File: src/rtl/pmem_arbiter_if.sv
`default_nettype none
// ============================================================================
// Module   : pmem_arbiter_if
// Purpose  : Cache-side request/response bus and physical-memory port
//            bundled for the pmem arbiter.
// Revision : 1.0
// ============================================================================
interface pmem_arbiter_if #(
    parameter int N_CH   = 2,
    parameter int ADDR_W = 32,
    parameter int LINE_W = 256
) ();
    logic [N_CH-1:0]        ch_read;
    logic [N_CH-1:0]        ch_write;
    logic [N_CH*ADDR_W-1:0] ch_address;
    logic [N_CH*LINE_W-1:0] ch_wdata;
    logic [LINE_W-1:0]      ch_rdata;
    logic [N_CH-1:0]        ch_resp;
    logic                   pmem_read;
    logic                   pmem_write;
    logic [ADDR_W-1:0]      pmem_address;
    logic [LINE_W-1:0]      pmem_wdata;
    logic [LINE_W-1:0]      pmem_rdata;
    logic                   pmem_resp;

    // master: the arbiter (serves the caches, issues pmem transactions)
    modport master (
        input  ch_read, ch_write, ch_address, ch_wdata, pmem_rdata, pmem_resp,
        output ch_rdata, ch_resp, pmem_read, pmem_write, pmem_address, pmem_wdata
    );

    // slave: the environment (requesting caches plus physical memory)
    modport slave (
        output ch_read, ch_write, ch_address, ch_wdata, pmem_rdata, pmem_resp,
        input  ch_rdata, ch_resp, pmem_read, pmem_write, pmem_address, pmem_wdata
    );
endinterface
`default_nettype wire

File: src/rtl/pmem_arbiter.sv
`default_nettype none
// ============================================================================
// Module   : pmem_arbiter
// Purpose  : Round-robin sharing of one pmem line port among N_CH requesters.
//            Optional macro PMEM_ARB_WRITE_PRIO_EN favours pending writes.
// Revision : 1.0
// ============================================================================
module pmem_arbiter #(
    parameter int N_CH   = 2,
    parameter int ADDR_W = 32,
    parameter int LINE_W = 256
) (
    input  logic           clk,
    input  logic           rst_n,
    pmem_arbiter_if.master bus
);
    localparam int            GW      = (N_CH > 1) ? $clog2(N_CH) : 1;
    localparam logic [GW-1:0] LAST_CH = GW'(N_CH - 1);

    typedef enum logic [1:0] {
        IDLE = 2'd0,
        BUSY = 2'd1,
        RESP = 2'd2
    } state_t;

    state_t              state_q, state_d;
    logic [GW-1:0]       grant_q, grant_d;
    logic [GW-1:0]       last_grant_q, last_grant_d;
    logic                is_write_q, is_write_d;
    logic [ADDR_W-1:0]   address_q, address_d;
    logic [LINE_W-1:0]   wdata_q, wdata_d;
    logic [LINE_W-1:0]   rdata_q, rdata_d;

    logic [N_CH-1:0]     eligible;
    logic [GW-1:0]       cand;
    logic [GW-1:0]       pick;
    logic                found;
    logic [N_CH-1:0]     resp_vec;

    always_comb begin
`ifdef PMEM_ARB_WRITE_PRIO_EN
        // Writebacks drain before refills: reads compete only when no write is pending.
        eligible = (|bus.ch_write) ? bus.ch_write : (bus.ch_read | bus.ch_write);
`else
        eligible = bus.ch_read | bus.ch_write;
`endif
    end

    // Walk last_grant+1, last_grant+2, ... with wrap; first eligible channel wins.
    always_comb begin
        cand  = last_grant_q;
        pick  = last_grant_q;
        found = 1'b0;
        for (int k = 0; k < N_CH; k++) begin
            cand = (cand == LAST_CH) ? '0 : cand + GW'(1);
            if (!found && eligible[cand]) begin
                found = 1'b1;
                pick  = cand;
            end
        end
    end

    always_comb begin
        state_d      = state_q;
        grant_d      = grant_q;
        last_grant_d = last_grant_q;
        is_write_d   = is_write_q;
        address_d    = address_q;
        wdata_d      = wdata_q;
        rdata_d      = rdata_q;
        case (state_q)
            IDLE: begin
                if (found) begin
                    grant_d    = pick;
                    // Read and write together is treated as a write.
                    is_write_d = bus.ch_write[pick];
                    for (int i = 0; i < N_CH; i++) begin
                        if (GW'(i) == pick) begin
                            address_d = bus.ch_address[i*ADDR_W +: ADDR_W];
                            wdata_d   = bus.ch_wdata[i*LINE_W +: LINE_W];
                        end
                    end
                    state_d = BUSY;
                end
            end
            BUSY: begin
                if (bus.pmem_resp) begin
                    if (!is_write_q) begin
                        rdata_d = bus.pmem_rdata;
                    end
                    last_grant_d = grant_q;
                    state_d      = RESP;
                end
            end
            RESP:    state_d = IDLE;
            default: state_d = IDLE;
        endcase
    end

    always_ff @(posedge clk or negedge rst_n) begin
        if (!rst_n) begin
            state_q      <= IDLE;
            grant_q      <= '0;
            last_grant_q <= LAST_CH;
            is_write_q   <= 1'b0;
            address_q    <= '0;
            wdata_q      <= '0;
            rdata_q      <= '0;
        end else begin
            state_q      <= state_d;
            grant_q      <= grant_d;
            last_grant_q <= last_grant_d;
            is_write_q   <= is_write_d;
            address_q    <= address_d;
            wdata_q      <= wdata_d;
            rdata_q      <= rdata_d;
        end
    end

    always_comb begin
        resp_vec = '0;
        if (state_q == RESP) begin
            resp_vec[grant_q] = 1'b1;
        end
    end

    assign bus.pmem_read    = (state_q == BUSY) && !is_write_q;
    assign bus.pmem_write   = (state_q == BUSY) &&  is_write_q;
    assign bus.pmem_address = address_q;
    assign bus.pmem_wdata   = wdata_q;
    assign bus.ch_rdata     = rdata_q;
    assign bus.ch_resp      = resp_vec;

endmodule
`default_nettype wire

File: src/flat_wrapper.sv
// flat-port wrapper written by rule: the top's interface ports become plain ports
module pmem_arbiter_flat 
#(
    parameter int N_CH   = 2,
    parameter int ADDR_W = 32,
    parameter int LINE_W = 256
)
  (clk, rst_n, bus_ch_read, bus_ch_write, bus_ch_address, bus_ch_wdata, bus_pmem_rdata, bus_pmem_resp, bus_ch_rdata, bus_ch_resp, bus_pmem_read, bus_pmem_write, bus_pmem_address, bus_pmem_wdata);
  pmem_arbiter_if #(.N_CH(N_CH), .ADDR_W(ADDR_W), .LINE_W(LINE_W)) bus_i ();
  input  logic clk;
  input  logic rst_n;
  input wire logic [$bits(bus_i.ch_read)-1:0] bus_ch_read;
  input wire logic [$bits(bus_i.ch_write)-1:0] bus_ch_write;
  input wire logic [$bits(bus_i.ch_address)-1:0] bus_ch_address;
  input wire logic [$bits(bus_i.ch_wdata)-1:0] bus_ch_wdata;
  input wire logic [$bits(bus_i.pmem_rdata)-1:0] bus_pmem_rdata;
  input wire logic [$bits(bus_i.pmem_resp)-1:0] bus_pmem_resp;
  output wire logic [$bits(bus_i.ch_rdata)-1:0] bus_ch_rdata;
  output wire logic [$bits(bus_i.ch_resp)-1:0] bus_ch_resp;
  output wire logic [$bits(bus_i.pmem_read)-1:0] bus_pmem_read;
  output wire logic [$bits(bus_i.pmem_write)-1:0] bus_pmem_write;
  output wire logic [$bits(bus_i.pmem_address)-1:0] bus_pmem_address;
  output wire logic [$bits(bus_i.pmem_wdata)-1:0] bus_pmem_wdata;
  assign bus_i.ch_read = bus_ch_read;
  assign bus_i.ch_write = bus_ch_write;
  assign bus_i.ch_address = bus_ch_address;
  assign bus_i.ch_wdata = bus_ch_wdata;
  assign bus_i.pmem_rdata = bus_pmem_rdata;
  assign bus_i.pmem_resp = bus_pmem_resp;
  assign bus_ch_rdata = bus_i.ch_rdata;
  assign bus_ch_resp = bus_i.ch_resp;
  assign bus_pmem_read = bus_i.pmem_read;
  assign bus_pmem_write = bus_i.pmem_write;
  assign bus_pmem_address = bus_i.pmem_address;
  assign bus_pmem_wdata = bus_i.pmem_wdata;
  pmem_arbiter #(.N_CH(N_CH), .ADDR_W(ADDR_W), .LINE_W(LINE_W)) u_core (.clk(clk), .rst_n(rst_n), .bus(bus_i));
endmodule
File: config.mk
export PLATFORM = sky130hd
export DESIGN_NAME = pmem_arbiter_flat
export DESIGN_NICKNAME = d
export VERILOG_FILES = /design/src/rtl/pmem_arbiter_if.sv /design/src/rtl/pmem_arbiter.sv /design/src/flat_wrapper.sv
export SDC_FILE = /design/constraint.sdc
export NUM_CORES = 1
export LEC_CHECK = 0
export ABC_AREA = 1
export BUFFER_PORTS_ARGS = -buffer_cell sky130_fd_sc_hd__buf_2
export CAP_MARGIN = 20
export CORE_AREA = 2 2 533 535
export CTS_CLUSTER_SIZE = 40
export DETAILED_ROUTE_END_ITERATION = 8
export DIE_AREA = 0 0 535 537
export SYNTH_ARGS = -nofsm -noshare
export SYNTH_HDL_FRONTEND = slang
export SYNTH_SLANG_ARGS = --single-unit
File: constraint.sdc
create_clock -name clk -period 1.9 [get_ports clk]
set_clock_uncertainty 0.05 [all_clocks]
set_input_delay 0.38 -clock clk [delete_from_list [all_inputs] [get_ports clk]]
set_output_delay 0.38 -clock clk [all_outputs]
set_load 0.05 [all_outputs]
==> results.cfg, run 1 <==
[power]
clockPowerShare_pct = 15.7
p_leak_nw = 28.8
ir_worst_vdd_mv = 0.795
power_frac_comb_pct = 62.4
p_per_area_nw_per_um2 = 1830
seq_power_share_pct = 21.9
cell_internal_pwr_mw = 45.3
p_sw_share_pct = 54.2
switchingPower_mw = 53.7
power_mw = 98.9

[yosys]
synth_top_area_share_pct = 51.4
synth_simple_gate_area_share_pct = 27.0
yosys.cell_types.count = 23
syn_area_um2 = 26700
synthAdderAreaFrac_pct = 0
yosys_warnings = 0
synth_area_per_cell_um2 = 7.45
synth_xor_area_share_pct = 0
yosysTopAreaCell = dfrtp_1
synthTopCellsByArea = dfrtp_1 (51%), nand2_1 (16%), inv_1 (12%)
yosys-mux-area-fraction_pct = 0
ys_ff_latch = 549
syn_inst = 3582
synth_top_family_by_area = simple AND/OR/NAND/NOR gates
ys_seq_area_share_pct = 51.5
synth_compound_area_share_pct = 4.93
syn-num-nets = 4421

[cts]
clk-insertion-delay-late_ns = 0.75
cts_sinks = 549
cts.clk_slew.worst_paths_ns = 0.05
clockBufferDepth = 4
cts_buffers = 79
cts_tree = yes
cts_max_level = 3
ctsRootBufferMaster = clkbuf_16

[grt]
antenna_found_initial = 334
grt_overflow = 0
grt_pass1_vias = 33300
grt_pass1_wl_um = 324000
grt_max_degree = 79
grt_usage_pct = 17.1

[final_layout]
areaGrowthSynthToFinish_pct = 103
final_common_cell = nand2_1
stdcell_area_um2 = 54000
stdcell_count = 9880
nNetsFinal = 6766
fillers = 31200
layout_common_cells = nand2_1 (1117), buf_2 (933), inv_1 (836), dlygate4sd3_1 (812), nand3_1 (573)
drive_above_1_share_pct = 30.9

[setup_path]
cp-start-kind = flop
slowest_delay_ns = 0.40
crit_chain = buf_6, nor3_4, buf_8
crit_buf_inv = 2
worstPathMaxFanout = 2
crit_required_ns = 1.47
cpMaxStageDelayCell = dfrtp_1
path_class = flop to primary output
path_delay_family = flip-flops
cp.arrival_ns = 1.71
crit_path_end_kind = primary output

[sta]
rsz0062_at_grt = yes
finalWorstSetupSlack_ns = -0.237
tightest_slew_ns = 0.517
finalSetupViolCount = 18
min_period_ns = 2.14
min_period_over_period_pct = 112
slew_violations = 0
max_freq_ghz = 0.468
slew_headroom_pct = 65.4
hold_viol_final = 0
fin_hold_ws_ns = 0.0251

[outcome]
outcome = finished, violations left
failed_checks = setup timing

[run]
cap_violations = 0

[die]
io_pins = 1387
core_area_um2 = 281000
die_width_um = 535
initial_core_util_pct = 9.48
dieHeight_um = 537
rows = 195
dieArea_um2 = 287000

[routing]
vias = 34600
wl_per_cell_um = 26.7
dr.pass1.iters = 6
drt_iter0_drc = 2468
avgViaCountPerCell = 3.51
antenna_left = 0
drc = 0
drt-total-wl_um = 264000

[placed_design]
io_buffers = 1386
dp_hpwl_um = 221000
dpl_cell_area_um2 = 39400
place_congestion = 0.980
place_inst = 8721

[worst_hold_path]
hold_path_class = input port to flop
## layout make-up
type | instances | area (µm²) | area share (%)
Tap cell | 3743 | 4680 | 8.67
Inverter | 839 | 3150 | 5.83
Clock inverter | 25 | 317 | 0.586
Timing Repair Buffer | 2479 | 20700 | 38.3
Sequential cell | 549 | 13700 | 25.4
Clock buffer | 108 | 2280 | 4.21
Multi-Input combinational cell | 1979 | 8760 | 16.2
Antenna cell | 158 | 395 | 0.732
## per-stage QoR
step	TNS [ns]	utilization, %	worst slack, ns
after global placement	-0.348	14.0	-0.0233
after CTS	-2.65	18.6	-0.312
after detailed placement	-0.426	14.0	-0.0321
after floorplan	-0.0306	-	-0.0153
final	-1.02	19.2	-0.237
after global routing	-5.14	19.1	-0.339
## synth_stat cells
cell      instances
inv_1           837
nand3_2           1
buf_6             6
clkbuf_1         10
nor2_2            1
inv_2             2
dfstp_2           1
nor2_4            1
nor2_1            3
clkbuf_8          1
o21ai_0          33
nand2_1        1129
nor3_1            2
o21ai_2           1
buf_2           134
nand3_1         578
clkbuf_4          6
o21ai_1         227
buf_8             2
nand2_2           2
a21oi_1           1
buf_4            56
dfrtp_1         548
## power by group through the flow
| stage | combinational (mW) | sequential, mW | clock (mW) |
|---|---|---|---|
| after floorplan | 12.5 | 40.0 | 0 |
| after global placement | 53.5 | 20.8 | 0 |
| after detailed placement | 53.7 | 20.8 | 0 |
| after CTS | 60.4 | 21.5 | 16.0 |
| after global routing | 64.7 | 22.3 | 16.3 |
| final | 61.7 | 21.7 | 15.5 |
## worst register-to-register path, delay by kind of cell, from the launching register on
family / cells / cell delay, ns
buf+inv: 7 / 1.05
simple gates: 3 / 0.26
flops: 1 / 0.41
compound gates: 1 / 0.06
## routing by layer
layer	wire length (µm)	vias to the layer above	track usage (%)
met4	12900	204	7.25
met5	1330	-	0
met1	107000	16200	20.5
met3	32200	598	8.45
met2	110000	2058	25.8
li1	-	15600	-
## flip-flops by register name (all words and copies together) (netlist names)
signal and flops:
u_core.is_write_q 1, u_core.bus.pmem_wdata 256, u_core.bus.ch_rdata 256, u_core.last_grant_q 1
u_core.state_q 2, u_core.bus.pmem_address 32, u_core.grant_q 1
## cells by family after synthesis
family / after synthesis
AOI/OAI and AO/OA: 262
buffers and inverters: 1054
and+or+nand+nor: 1717
DFF: 549
## repair_timing
action	in CTS	in global routing
hold buffers	811	1
cloned	2	24
setup endpoints to repair	473	213
setup buffers	10	21
pin swaps	3	5
hold endpoints to repair	981	1
gates resized for setup	713	115
## worst paths after layout
path                                             from                         end  slack, ns  depth (start not counted)
max in group asynchronous                       rst_n     u_core.bus.ch_rdata[61]       0.56                          3
max reg2reg                         u_core.state_q[1]    u_core.bus.ch_rdata[138]      -0.03                         11
max                                 u_core.state_q[0]              bus_ch_resp[0]      -0.24                          3
min in group asynchronous                       rst_n     u_core.bus.ch_rdata[85]       0.30                          3
min reg2reg                u_core.bus.pmem_wdata[159]  u_core.bus.pmem_wdata[159]       0.42                          2
min                                 bus_ch_wdata[305]   u_core.bus.pmem_wdata[49]       0.03                          5
(Power assumes the default switching activity.)
==> run 2: changes to the inputs <==
==> constraint.sdc (replaced) <==
create_clock -name clk -period 2.45 [get_ports clk]
set_clock_uncertainty 0.05 [all_clocks]
set_input_delay 0.49 -clock clk [delete_from_list [all_inputs] [get_ports clk]]
set_output_delay 0.49 -clock clk [all_outputs]
set_load 0.05 [all_outputs]
==> run 2 against run 1 <==
The run now ends clean. Critical path type is now flop to flop. Clock power decreased by 19%. Via count shrank 4.2%. Combinational power down 32%. Critical path depth up 5.
==> results.cfg, run 2 (synthesis results as in run 1) <==
[run]
cap_violations = 0

[sta]
rsz0062_at_grt = yes
slew_headroom_pct = 61.5
hold_viol_final = 0
max_freq_ghz = 0.411
slew_violations = 0
fin_hold_ws_ns = 0.0282
tightest_slew_ns = 0.578
finalSetupViolCount = 0
min_period_over_period_pct = 99.4
min_period_ns = 2.44

[routing]
antenna_left = 0
drt_iter0_drc = 2421
avgViaCountPerCell = 3.44
wl_per_cell_um = 26.4
vias = 33200
drc = 0
drt-total-wl_um = 254000
dr.pass1.iters = 8

[setup_path]
cp-start-kind = flop
crit_required_ns = 3.07
path_class = flop to flop
worstPathMaxFanout = 27
cp.arrival_ns = 3.06
crit_path_end_kind = flop

[die]
dieHeight_um = 537
io_pins = 1387
die_width_um = 535
core_area_um2 = 281000
dieArea_um2 = 287000
rows = 195
initial_core_util_pct = 9.48

[cts]
clockBufferDepth = 4
cts_buffers = 82
cts_sinks = 549
cts_max_level = 3
cts_tree = yes
ctsRootBufferMaster = clkbuf_16
clk-insertion-delay-late_ns = 0.77
cts.clk_slew.worst_paths_ns = 0.06

[grt]
grt_usage_pct = 17.0
grt_pass1_vias = 31800
grt_overflow = 0
grt_max_degree = 98
grt_pass1_wl_um = 321000
antenna_found_initial = 352

[worst_hold_path]
hold_path_class = input port to flop

[placed_design]
io_buffers = 1386
place_congestion = 0.950
dpl_cell_area_um2 = 38600
place_inst = 8632
dp_hpwl_um = 220000

[final_layout]
drive_above_1_share_pct = 29.1
final_common_cell = buf_2
nNetsFinal = 6539
stdcell_area_um2 = 49100
stdcell_count = 9639
areaGrowthSynthToFinish_pct = 84.0
layout_common_cells = buf_2 (1382), nand2_1 (1126), inv_1 (836), dlygate4sd3_1 (718), nand3_1 (577)

[power]
p_leak_nw = 26.7
ir_worst_vdd_mv = 0.895
p_per_area_nw_per_um2 = 1440
power_mw = 70.8

[outcome]
outcome = completed
## run 2: cell count changes in the layout (fill, tap and decap cells not counted), sizes merged
cell,before,now
inv,844,846
buf,1634,1525
bufinv,6,8
dlygate4sd3,812,718
diode,158,136
bufbuf,2,0
clkbuf,139,110
clkinvlp,6,4
dlymetal6s4s,0,4
clkinv,8,17
## run 2: where the power goes
part	total [mW]	switching (mW)	internal, mW
clock network	12.6	5.13	7.49
logic	42.0	32.3	9.75
registers	16.1	2.56	13.6
total	70.8	40.0	30.8
## run 2: final cells by class
type                       count  area, µm²
antenna                      136        340
clock buffer                 108       2300
clock inverter                36        475
fill                       31800     232000
inverter                     839       3150
multi-input combinational   1979       8590
sequential                   549      13700
tap                         3743       4680
timing repair buffer        2249      15800
## run 2: worst max-delay path: stages (launching register included)
cell,delay [ns]
dfstp_2,0.58
o21ai_4,0.09
buf_12,0.15
nand2_8,0.15
buf_4,0.37
nand2_1,0.21
nand3_1,0.11
dlygate4sd3_1,0.55
nand2_1,0.05
## run 2: repair_timing
action | in CTS | in global routing
hold endpoints to repair | 636 | 0
hold buffers | 722 | 0
buffers inserted | 0 | 4
pin swaps | 0 | 1
endpoints found under the setup margin | 2 | 76
cloned | 0 | 1
gates resized for setup | 5 | 16
## run 2: stage by stage
step	utilization (%)	setup slack (ns)	TNS, ns
global placement	13.7	0.230	0
detailed placement	13.7	0.199	0
finish	17.4	0.0144	0
global route	17.4	-0.0761	-0.989
floorplan	-	0.425	0
CTS	17.3	-0.0166	-0.0166
## run 2: per-layer routing
| metal | track usage (%) | part of all wire (%) | vias up | wire, µm |
|---|---|---|---|---|
| li1 | - | - | 15200 | - |
| met2 | 26.2 | 43 | 1857 | 109000 |
| met4 | 5.03 | 3.6 | 208 | 9110 |
| met3 | 8.04 | 12 | 561 | 30000 |
| met1 | 20.9 | 41 | 15400 | 105000 |
| met5 | 0 | 0.53 | - | 1350 |
## run 2: worst paths after layout
kind / to / start / cells past startpoint / slack [ns]
max: u_core.bus.pmem_wdata[233] / u_core.last_grant_q / 8 / 0.01
min: u_core.bus.ch_rdata[225] / bus_pmem_rdata[225] / 3 / 0.03
max reg2reg: u_core.bus.pmem_wdata[233] / u_core.last_grant_q / 8 / 0.01
min reg2reg: u_core.bus.pmem_wdata[58] / u_core.bus.pmem_wdata[58] / 2 / 0.42
max in group asynchronous: u_core.bus.pmem_wdata[102] / rst_n / 4 / 1.21
min in group asynchronous: u_core.bus.ch_rdata[169] / rst_n / 2 / 0.18
